File: config.mk
export PLATFORM = sky130hd
export DESIGN_NAME = char_key_ctrl_flat
export DESIGN_NICKNAME = d
export VERILOG_FILES = /design/src/rtl/ps2_pkg.sv /design/src/rtl/char_key_ctrl_if.sv /design/src/rtl/ps2_rx.sv /design/src/rtl/char_key_ctrl.sv /design/src/flat_wrapper.sv
export SDC_FILE = /design/constraint.sdc
export NUM_CORES = 1
export LEC_CHECK = 0
export BUFFER_PORTS_ARGS = -buffer_cell sky130_fd_sc_hd__buf_4
export CAP_MARGIN = 20
export CORE_MARGIN = 4
export CORE_UTILIZATION = 46
export CTS_CLUSTER_DIAMETER = 30
export DETAILED_ROUTE_END_ITERATION = 16
export GPL_TIMING_DRIVEN = 0
export PLACE_DENSITY = 0.69
export SYNTH_ARGS = -nofsm -noshare
export SYNTH_HDL_FRONTEND = slang
export SYNTH_SLANG_ARGS = --single-unit
File: constraint.sdc
create_clock -name clk -period 4.9 [get_ports clk]
set_input_delay 0.245 -clock clk [delete_from_list [all_inputs] [get_ports clk]]
set_output_delay 0.245 -clock clk [all_outputs]
set_load 0.05 [all_outputs]
File: src/rtl/ps2_pkg.sv
// Shared scan-code constants, key slot indices and receiver state type
// for the PS/2 character-movement controller.
package ps2_pkg;

  typedef logic [7:0] sc_t;

  localparam sc_t SC_EXT    = 8'hE0;
  localparam sc_t SC_BRK    = 8'hF0;
  localparam sc_t SC_A      = 8'h1C;
  localparam sc_t SC_D      = 8'h23;
  localparam sc_t SC_W      = 8'h1D;
  localparam sc_t SC_SPACE  = 8'h29;
  localparam sc_t SC_LARROW = 8'h6B;
  localparam sc_t SC_RARROW = 8'h74;
  localparam sc_t SC_UARROW = 8'h75;

  typedef enum logic [1:0] {
    IDLE   = 2'd0,
    DATA   = 2'd1,
    PARITY = 2'd2,
    STOP   = 2'd3
  } ps2_rx_state_t;

  // One hold flag per physical key, so that extended and
  // plain variants release independently.
  localparam int        NKEY   = 7;
  localparam logic [2:0] K_A    = 3'd0;
  localparam logic [2:0] K_LA   = 3'd1;
  localparam logic [2:0] K_D    = 3'd2;
  localparam logic [2:0] K_RA   = 3'd3;
  localparam logic [2:0] K_W    = 3'd4;
  localparam logic [2:0] K_SP   = 3'd5;
  localparam logic [2:0] K_UA   = 3'd6;
  localparam logic [2:0] K_NONE = 3'd7;

  function automatic logic [2:0] key_idx(
    input logic ext,
    input sc_t  code
  );
    logic [2:0] k;
    k = K_NONE;
    if (!ext) begin
      case (code)
        SC_A:     k = K_A;
        SC_D:     k = K_D;
        SC_W:     k = K_W;
        SC_SPACE: k = K_SP;
        default:  k = K_NONE;
      endcase
    end else begin
      case (code)
        SC_LARROW: k = K_LA;
        SC_RARROW: k = K_RA;
        SC_UARROW: k = K_UA;
        default:   k = K_NONE;
      endcase
    end
    return k;
  endfunction

endpackage

File: src/rtl/char_key_ctrl_if.sv
// PS/2 pins in, movement levels and receive debug out.
// master: key controller side; slave: pins driver / draw_char side.
interface char_key_ctrl_if;
  import ps2_pkg::*;

  logic ps2_clk;
  logic ps2_data;
  logic stepleft;
  logic stepright;
  logic stepjump;
  sc_t  rx_byte;
  logic rx_valid;
  logic rx_err;

  modport master (
    input  ps2_clk,
    input  ps2_data,
    output stepleft,
    output stepright,
    output stepjump,
    output rx_byte,
    output rx_valid,
    output rx_err
  );

  modport slave (
    output ps2_clk,
    output ps2_data,
    input  stepleft,
    input  stepright,
    input  stepjump,
    input  rx_byte,
    input  rx_valid,
    input  rx_err
  );

endinterface

File: src/rtl/ps2_rx.sv
// PS/2 frame receiver: pin sync, falling-edge detect, 11-bit FSM, watchdog.
// Ports: i_clk/i_rst, i_ps2_clk/i_ps2_data in; o_rx_byte/o_rx_valid/o_rx_err out.
module ps2_rx
  import ps2_pkg::*;
#(
  parameter int TIMEOUT_CYC = 13000
) (
  input  logic i_clk,
  input  logic i_rst,
  input  logic i_ps2_clk,
  input  logic i_ps2_data,
  output sc_t  o_rx_byte,
  output logic o_rx_valid,
  output logic o_rx_err
);

  localparam int WDW = $clog2(TIMEOUT_CYC + 1);

  localparam logic [1:0] ST_IDLE   = IDLE;
  localparam logic [1:0] ST_DATA   = DATA;
  localparam logic [1:0] ST_PARITY = PARITY;
  localparam logic [1:0] ST_STOP   = STOP;

  logic           r_c1;
  logic           r_c2;
  logic           r_cp;
  logic           r_d1;
  logic           r_d2;
  logic [1:0]     r_state;
  logic [2:0]     r_cnt;
  sc_t            r_shift;
  logic           r_par;
  logic [WDW-1:0] r_wd;
  sc_t            r_byte;
  logic           r_valid;
  logic           r_err;

  logic w_fall;
  logic w_tmo;

  assign w_fall = r_cp & ~r_c2;
  // Checked before the edge so a coincident edge loses.
  assign w_tmo  = (r_wd == WDW'(TIMEOUT_CYC - 1));

  always_ff @(posedge i_clk) begin
    if (i_rst) begin
      r_c1    <= 1'b1;
      r_c2    <= 1'b1;
      r_cp    <= 1'b1;
      r_d1    <= 1'b1;
      r_d2    <= 1'b1;
      r_state <= ST_IDLE;
      r_cnt   <= '0;
      r_shift <= '0;
      r_par   <= 1'b0;
      r_wd    <= '0;
      r_byte  <= '0;
      r_valid <= 1'b0;
      r_err   <= 1'b0;
    end else begin
      r_c1    <= i_ps2_clk;
      r_c2    <= r_c1;
      r_cp    <= r_c2;
      r_d1    <= i_ps2_data;
      r_d2    <= r_d1;
      r_valid <= 1'b0;
      r_err   <= 1'b0;
      if (r_state == ST_IDLE) begin
        r_wd <= '0;
        if (w_fall && !r_d2) begin
          r_state <= ST_DATA;
          r_cnt   <= '0;
        end
      end else if (w_tmo) begin
        r_state <= ST_IDLE;
        r_err   <= 1'b1;
        r_wd    <= '0;
      end else if (w_fall) begin
        r_wd <= '0;
        case (r_state)
          ST_DATA: begin
            r_shift <= {r_d2, r_shift[7:1]};
            r_cnt   <= r_cnt + 3'd1;
            if (r_cnt == 3'd7) r_state <= ST_PARITY;
          end
          ST_PARITY: begin
            r_par   <= r_d2;
            r_state <= ST_STOP;
          end
          ST_STOP: begin
            r_state <= ST_IDLE;
            // Odd parity: data plus parity bit has odd weight.
            if (r_d2 && (^{r_shift, r_par})) begin
              r_byte  <= r_shift;
              r_valid <= 1'b1;
            end else begin
              r_err   <= 1'b1;
            end
          end
          default: r_state <= ST_IDLE;
        endcase
      end else begin
        r_wd <= r_wd + 1'b1;
      end
    end
  end

  assign o_rx_byte  = r_byte;
  assign o_rx_valid = r_valid;
  assign o_rx_err   = r_err;

endmodule

File: src/rtl/char_key_ctrl.sv
// PS/2 keyboard to held-key step levels for draw_char.
// Ports: clk, rst; bus (master) carries pins, step levels, rx debug.
module char_key_ctrl
  import ps2_pkg::*;
#(
  parameter int TIMEOUT_CYC = 13000
) (
  input logic             clk,
  input logic             rst,
  char_key_ctrl_if.master bus
);

  sc_t             w_byte;
  logic            w_valid;
  logic            w_err;

  logic            r_ext;
  logic            r_brk;
  logic [NKEY-1:0] r_hold;
  logic            r_stepleft;
  logic            r_stepright;
  logic            r_stepjump;

  logic            w_ext_n;
  logic            w_brk_n;
  logic [NKEY-1:0] w_hold_n;
  logic [2:0]      w_idx;
  logic            w_l;
  logic            w_r;
  logic            w_j;

  ps2_rx #(
    .TIMEOUT_CYC (TIMEOUT_CYC)
  ) u_rx (
    .i_clk      (clk),
    .i_rst      (rst),
    .i_ps2_clk  (bus.ps2_clk),
    .i_ps2_data (bus.ps2_data),
    .o_rx_byte  (w_byte),
    .o_rx_valid (w_valid),
    .o_rx_err   (w_err)
  );

  always_comb begin
    w_ext_n  = r_ext;
    w_brk_n  = r_brk;
    w_hold_n = r_hold;
    w_idx    = key_idx(r_ext, w_byte);
    if (w_err) begin
      w_ext_n = 1'b0;
      w_brk_n = 1'b0;
    end else if (w_valid) begin
      unique case (1'b1)
        (w_byte == SC_EXT): w_ext_n = 1'b1;
        (w_byte == SC_BRK): w_brk_n = 1'b1;
        default: begin
          w_ext_n = 1'b0;
          w_brk_n = 1'b0;
          if (w_idx != K_NONE)
            w_hold_n[w_idx] = ~r_brk;
        end
      endcase
    end
  end

  // Step levels come from next-state holds so they land
  // in the same cycle as the decoder update.
  assign w_l = w_hold_n[K_A] | w_hold_n[K_LA];
  assign w_r = w_hold_n[K_D] | w_hold_n[K_RA];
  assign w_j = w_hold_n[K_W] | w_hold_n[K_SP]
             | w_hold_n[K_UA];

  always_ff @(posedge clk) begin
    if (rst) begin
      r_ext       <= 1'b0;
      r_brk       <= 1'b0;
      r_hold      <= '0;
      r_stepleft  <= 1'b0;
      r_stepright <= 1'b0;
      r_stepjump  <= 1'b0;
    end else begin
      r_ext       <= w_ext_n;
      r_brk       <= w_brk_n;
      r_hold      <= w_hold_n;
      r_stepleft  <= w_l & ~w_r;
      r_stepright <= w_r & ~w_l;
      r_stepjump  <= w_j;
    end
  end

  assign bus.stepleft  = r_stepleft;
  assign bus.stepright = r_stepright;
  assign bus.stepjump  = r_stepjump;
  assign bus.rx_byte   = w_byte;
  assign bus.rx_valid  = w_valid;
  assign bus.rx_err    = w_err;

endmodule

File: src/flat_wrapper.sv
// flat-port wrapper written by rule: the top's interface ports become plain ports
module char_key_ctrl_flat import ps2_pkg::*;
#(
  parameter int TIMEOUT_CYC = 13000
)
  (clk, rst, bus_ps2_clk, bus_ps2_data, bus_stepleft, bus_stepright, bus_stepjump, bus_rx_byte, bus_rx_valid, bus_rx_err);
  char_key_ctrl_if bus_i ();
  input logic clk;
  input logic rst;
  input wire logic [$bits(bus_i.ps2_clk)-1:0] bus_ps2_clk;
  input wire logic [$bits(bus_i.ps2_data)-1:0] bus_ps2_data;
  output wire logic [$bits(bus_i.stepleft)-1:0] bus_stepleft;
  output wire logic [$bits(bus_i.stepright)-1:0] bus_stepright;
  output wire logic [$bits(bus_i.stepjump)-1:0] bus_stepjump;
  output wire logic [$bits(bus_i.rx_byte)-1:0] bus_rx_byte;
  output wire logic [$bits(bus_i.rx_valid)-1:0] bus_rx_valid;
  output wire logic [$bits(bus_i.rx_err)-1:0] bus_rx_err;
  assign bus_i.ps2_clk = bus_ps2_clk;
  assign bus_i.ps2_data = bus_ps2_data;
  assign bus_stepleft = bus_i.stepleft;
  assign bus_stepright = bus_i.stepright;
  assign bus_stepjump = bus_i.stepjump;
  assign bus_rx_byte = bus_i.rx_byte;
  assign bus_rx_valid = bus_i.rx_valid;
  assign bus_rx_err = bus_i.rx_err;
  char_key_ctrl #(.TIMEOUT_CYC(TIMEOUT_CYC)) u_core (.clk(clk), .rst(rst), .bus(bus_i));
endmodule
After elaboration in Yosys (flattened, before gate mapping). Index checks and enable logic that the tools add are counted.

Input bits: 4. Word-level logic and storage cells: 107. Output and inout port bits: 13. Bits in registers: 55.

Bitwise gates (word level): 17. $add $sub $neg: 2. Magnitude comparators: 2. Equal/unequal tests: 18. Reductions and logical operators: 21. Mux-type cells: 28.

Operators by type and width (count): $mux 7 (4); $eq 8x7->1 const B (3); $mux 3 (6); $eq 8x5->1 const B (2); $eq 8x6->1 const B (2); $eq 8x8->1 const B (2); $add 14x1->14 const B (1); $eq 14x14->1 const B (1); $pmux 3 s4 (1); $reduce_and 4->1 (3); $mux 2 (5); $not 1->1 (10); $pmux 3 s3 (1); $reduce_xor 9->1 (1); $bwmux 7 (1); $mux 1 (6); $reduce_or 2->1 (3); $reduce_and 5->1 (1); $reduce_or 5->1 (1); $eq 2x2->1 const B (2); $lt 3x4->1 const B (1); $ne 2x1->1 const B (2); $ne 4x4->1 const B (1); $or 1x1->1 (4); 17 further kinds (24).

Logic depth before layout (Yosys ltp).
Depth after elaboration: 15. Gate-level depth with buffers: 8.

By module. Synthesis repeated with hierarchy kept, for this count alone.

Cell total of the unflattened synthesis: 285. Area total of the unflattened synthesis: 2707.6 um^2.

By module, submodules not included: ps2_rx (area an instance 1929.4 um^2, seq. area each 860.8 um^2, cells an instance 199, times used 1); char_key_ctrl (area an instance 778.2 um^2, seq. area each 240.2 um^2, cells an instance 86, times used 1).

Worst setup path after synthesis. Ideal clock, no wire load.

Kind: register -> register. Start: reg u_core.u_rx.r_byte[4] (netlist: u_core.u_rx.o_rx_byte[4]). End: reg u_core.r_stepjump (netlist: u_core.bus.stepjump). Buffers on the path: 1. Stages on the path, launching flop included: 8. Arrival: 2.059 ns. Data required time: 4.784 ns. Setup slack: 2.725 ns. Period minus slack after synthesis: 2.175 ns. Cell sequence: dfxtp_1 > nand3b_1 > o22a_1 > o21ai_1 > buf_4 > nand2_1 > a211o_1 > a31o_1.

Longest elaborated chain between the ends: 14. Elaborated cells between the ends (all ways): 26. Classes of those cells: order compare (2); eq/ne (10); mux (10); bitwise (2); reduce/logical (2).

RTL lines: start: declaration (RTL line ps2_rx.sv:34) `sc_t r_byte;`; start signal: assignment (RTL line ps2_rx.sv:94) `r_byte <= r_shift;`; $eq 8x6->1, or another cell as far along (RTL line ps2_pkg.sv:43) `case (code)`; $pmux 3 s4 / $pmux 3 s3 (equally long branches) (RTL line ps2_pkg.sv:43, ps2_pkg.sv:51); $mux 3 (RTL line ps2_pkg.sv:42) `if (!ext) begin`; $lt 3x4->1 (not written as such) / $ge 3x1->1 (equally long branches) (RTL line char_key_ctrl.sv:60) `w_hold_n[w_idx] = ~r_brk;`; $logic_and 1x1->1 (not written as such) (RTL line char_key_ctrl.sv:60); $mux 1 (not written as such) (RTL line char_key_ctrl.sv:60); $demux 1 s3; $bwmux 7 (RTL line char_key_ctrl.sv:60); $mux 7 (RTL line char_key_ctrl.sv:59) `if (w_idx != K_NONE)`; $mux 7 (*) (RTL line char_key_ctrl.sv:53) `unique case (1'b1)`; $mux 7 (*) (RTL line char_key_ctrl.sv:52) `end else if (w_valid) begin`; $mux 7 (*) (RTL line char_key_ctrl.sv:49) `if (w_err) begin`; $or 1x1->1 (RTL line char_key_ctrl.sv:70) `assign w_j = w_hold_n[K_W] | w_hold_n[K_SP]`; $or 1x1->1 (*) (RTL line char_key_ctrl.sv:71) `| w_hold_n[K_UA];`; end signal: assignment (RTL line char_key_ctrl.sv:87) `r_stepjump <= w_j;`; end: declaration (RTL line char_key_ctrl.sv:22) `logic r_stepjump;`.

Every way passes the cells marked *; elsewhere a longest branch is shown, timed or not. A chain may end at the register's enable or synchronous reset.

Final worst setup path.
Start: reg u_core.u_rx.r_wd[0]. End: reg u_core.u_rx.r_state[1].

Longest elaborated chain between the ends: 3. Elaborated cells between the ends (all ways): 6. Classes of those cells: eq/ne (2); mux (2); reduce/logical (2).

RTL lines: start: declaration (RTL line ps2_rx.sv:33) `logic [WDW-1:0] r_wd;`; start signal: assignment (RTL line ps2_rx.sv:103) `r_wd <= r_wd + 1'b1;`; $eq 14x14->1 (*) (RTL line ps2_rx.sv:43) `assign w_tmo = (r_wd == WDW'(TIMEOUT_CYC - 1));`; $ne 4x4->1 (no source line), or another cell as far along; $reduce_and 3->1 (no source line) / $mux 2 (equally long branches); end signal: assignment (RTL line ps2_rx.sv:52) `r_state <= ST_IDLE;`; end signal: assignment (RTL line ps2_rx.sv:71) `r_state <= ST_DATA;`; end signal: assignment (RTL line ps2_rx.sv:75) `r_state <= ST_IDLE;`; end: declaration (RTL line ps2_rx.sv:29) `logic [1:0] r_state;`.

Marked as above.

==> flow_summary.yaml <==
run_status:
  status: "complete, no violations"
clock_network:
  cts_root_buffer: "clkbuf_8"
  htree_levels: 2
  clockBufferDepth: 2
  numCtsBuffers: 5
  clk_pin_slew_ns: 0.10
  cts_setup_buffers: 0
  cts_tree: "done"
  clkLatencyLatePin_ns: 0.30
  cts_sinks: 55
  cts-resized-gates: 0
  postCtsHoldBufs: 0
finish:
  fillers: 506
  syn2layout_area_growth_pct: 12.16
  multiInputGateArea_um2: 1435
  fin_nets: 313
  seqCellArea_um2: 1101
  insertedDiodeCount: 0
  drive_gt1_share_pct: 13.29
  final_util_pct: 53.03
sta:
  drv_slew: 0
  relSlewSlack_pct: 65.03
  finalClockSkew_ns: 0.01096
  fmax_ghz: 0.4722
  period_share_pct: 43.22
  finalHoldViolCount: 0
  tns_ns: 0
  worst_pin_slew_ns: 0.5246
  setup-violations-final: 0
  layout_min_cycle_time_ns: 2.118
  rsz0062_at_grt: "false"
  worst_slack_ns: 2.782
detailed_routing:
  wl_met3_um: 134
  routed-wl-met2_um: 2104
  wire_per_inst_um: 12.68
  top_layer: "met4"
  drc_errors: 0
  wirelength_met1_um: 2434
  first_pass_iters: 4
  drt_wl_total_um: 4730
  drtAntennaViolNets: 0
  drt_iter0_markers: 58
  vias_per_cell: 5.193
  vias: 1937
worst_setup_path:
  worstSetupStartpointType: "flop"
  arrival_ns: 2.35
  required_ns: 5.14
  worstSetupEndpointType: "flop"
  criticalPathCategory: "flop to flop"
  crit_fanout: 6
yosys:
  syn_inst: 278
  synth_area_leaders: "dfxtp_1 42%, mux2i_1 8.8%, nor2_1 7.2%, ha_1 3.8%, xor2_1 3.4%"
  yosysWarnings: 0
  ys.flop_type: "dfxtp_1"
  async_flop_share_pct: 0
  syn_nets: 290
  syn_area_um2: 2604
  synth_edf_count: 0
  yosysUniqueCellTypes: 55
  ys_ff_latch: 55
  syn_area_per_cell_um2: 9.366
  synth_largest_area_cell: "dfxtp_1"
  synth_top_area_share_pct: 42.29
  yosysSeqAreaShare_pct: 42.29
floorplanning:
  die_area_um2: 6928
  die_y_um: 83.24
  io_pins: 17
  die_w_um: 83.24
  coreArea_um2: 5507
  rows: 27
  floorplan.initialDensity_pct: 47.28
pwr:
  p_leak_nw: 1.216
  powerDensity_nw_per_um2: 258.0
  vdd_drop_max_mv: 0.1056
  total_power_w: 0.0007535
grt:
  grt_pass1_wl_um: 8549
  first_global_vias: 1854
  grt-ovfl-total: 0
  track_usage_pct: 14.57
  antenna_found_initial: 0
  grt_start_max_net_pins: 17
min_path:
  hp-class: "input pin to flop"
run:
  drv_cap: 0
placement:
  port_buffers: 16
  gp_congestion: 0.7503
  hpwl_um: 3394
  post-place-ws_ns: 2.798
-- layer usage --
layer	up-vias	GRT usage, %
met2	15	22.81
met1	904	19.98
met4	0	4.160
met5	-	0
met3	6	3.472
li1	1012	-
-- state kept, by name, summed over array words and instances (netlist names) --
register and count:
u_core.u_rx.r_d1 1, u_core.bus.stepleft 1, u_core.u_rx.r_par 1, u_core.u_rx.r_c2 1, u_core.bus.stepright 1, u_core.bus.stepjump 1
u_core.u_rx.r_d2 1, u_core.u_rx.r_cp 1, u_core.u_rx.r_state 2, u_core.u_rx.r_c1 1, u_core.r_brk 1, u_core.u_rx.r_cnt 3
u_core.u_rx.o_rx_valid 1, u_core.u_rx.r_wd 14, u_core.u_rx.o_rx_byte 8, u_core.u_rx.o_rx_err 1, u_core.r_hold 7, u_core.r_ext 1
u_core.u_rx.r_shift 8
-- final timing paths --
check | startpoint | end | slack [ns] | cells past startpoint
setup / recovery | u_core.u_rx.r_wd[0] | u_core.u_rx.r_state[1] | 2.78 | 7
hold reg to reg | u_core.u_rx.r_c1 | u_core.u_rx.r_c2 | 0.42 | 1
hold / removal | bus_ps2_data | u_core.u_rx.r_d1 | 0.12 | 2
setup reg to reg | u_core.u_rx.r_wd[0] | u_core.u_rx.r_state[1] | 2.78 | 7
-- worst max-delay path, stage by stage, from the launching register on --
cell and delay (ns):
dfxtp_1 0.35, ha_1 0.23, and4_1 0.28, and4_1 0.33, a21oi_1 0.06, o21ai_0 0.35
mux2_2 0.38, nor2_1 0.07
-- cell type report --
type / count / area share, %
sequential: 55 / 37.70
tap: 72 / 3.085
clock buffer: 5 / 2.356
buffer: 10 / 1.542
inverter: 6 / 0.7712
timing repair buffer: 16 / 4.113
clock inverter: 2 / 1.285
multi-input combinational: 207 / 49.14
-- cells in the mapped netlist (2+ instances only) --
| cell | n |
|---|---|
| a21oi_1 | 9 |
| a31oi_1 | 3 |
| and2_1 | 3 |
| and3_1 | 5 |
| and4_1 | 2 |
| buf_2 | 3 |
| clkbuf_1 | 6 |
| dfxtp_1 | 55 |
| ha_1 | 8 |
| inv_1 | 6 |
| mux2i_1 | 23 |
| nand2_1 | 13 |
| nand2b_1 | 4 |
| nand3_1 | 6 |
| nand3b_1 | 6 |
| nand4_1 | 5 |
| nor2_1 | 50 |
| nor3_1 | 2 |
| nor3b_1 | 6 |
| o21ai_0 | 5 |
| or2_2 | 5 |
| or3_1 | 3 |
| or4b_1 | 2 |
| xnor2_1 | 8 |
| xor2_1 | 10 |
-- cell usage in the layout (no fill, tap or decap), types with 2 or more instances in the layout --
| cell | count |
|---|---|
| and2_1 | 3 |
| clkbuf_1 | 6 |
| clkbuf_8 | 5 |
| nor3b_1 | 6 |
| nand4_1 | 5 |
| nand3_1 | 6 |
| xor2_1 | 10 |
| or2_2 | 5 |
| buf_2 | 3 |
| a21oi_1 | 9 |
| or4b_1 | 2 |
| nand2b_1 | 4 |
| inv_1 | 6 |
| nand2_1 | 13 |
| o21ai_0 | 5 |
| xnor2_1 | 8 |
| or3_1 | 3 |
| and3_1 | 5 |
| dfxtp_1 | 55 |
| nor2_1 | 50 |
| and4_1 | 2 |
| nand3b_1 | 6 |
| a31oi_1 | 3 |
| nor3_1 | 2 |
| ha_1 | 8 |
| buf_4 | 17 |
| mux2i_1 | 23 |
-- power breakdown --
| part | internal (W) | leakage [nW] | switching [W] |
|---|---|---|---|
| Clock | 0.000149 | 0.0502 | 0.000141 |
| Sequential | 0.000448 | 0.444 | 0.000000882 |
| Combinational | 0.00000474 | 0.722 | 0.00000903 |
-- through the flow --
step	hold slack [ns]	area, um2	instances
after CTS	0.1010	2920	373
after floorplan	0.3132	2604	278
after detailed placement	0.3963	2814	366
after global routing	0.1123	2920	373
final	0.1152	2920	373
after global placement	0.3923	2814	366
-- cells by family (layout without fill, tap and decap cells) --
family	Yosys count	after routing	share of synthesized area, %
AND/OR/NAND/NOR	124	124	26.53
flip-flops	55	55	42.29
AO/OA/AOI/OAI	32	32	8.554
multiplexers	24	24	9.274
XOR/XNOR	19	19	6.920
buffers and inverters	16	39	2.595
adder cells (fa/ha/maj)	8	8	3.844
Note: power is estimated with default switching activity, not from simulation.
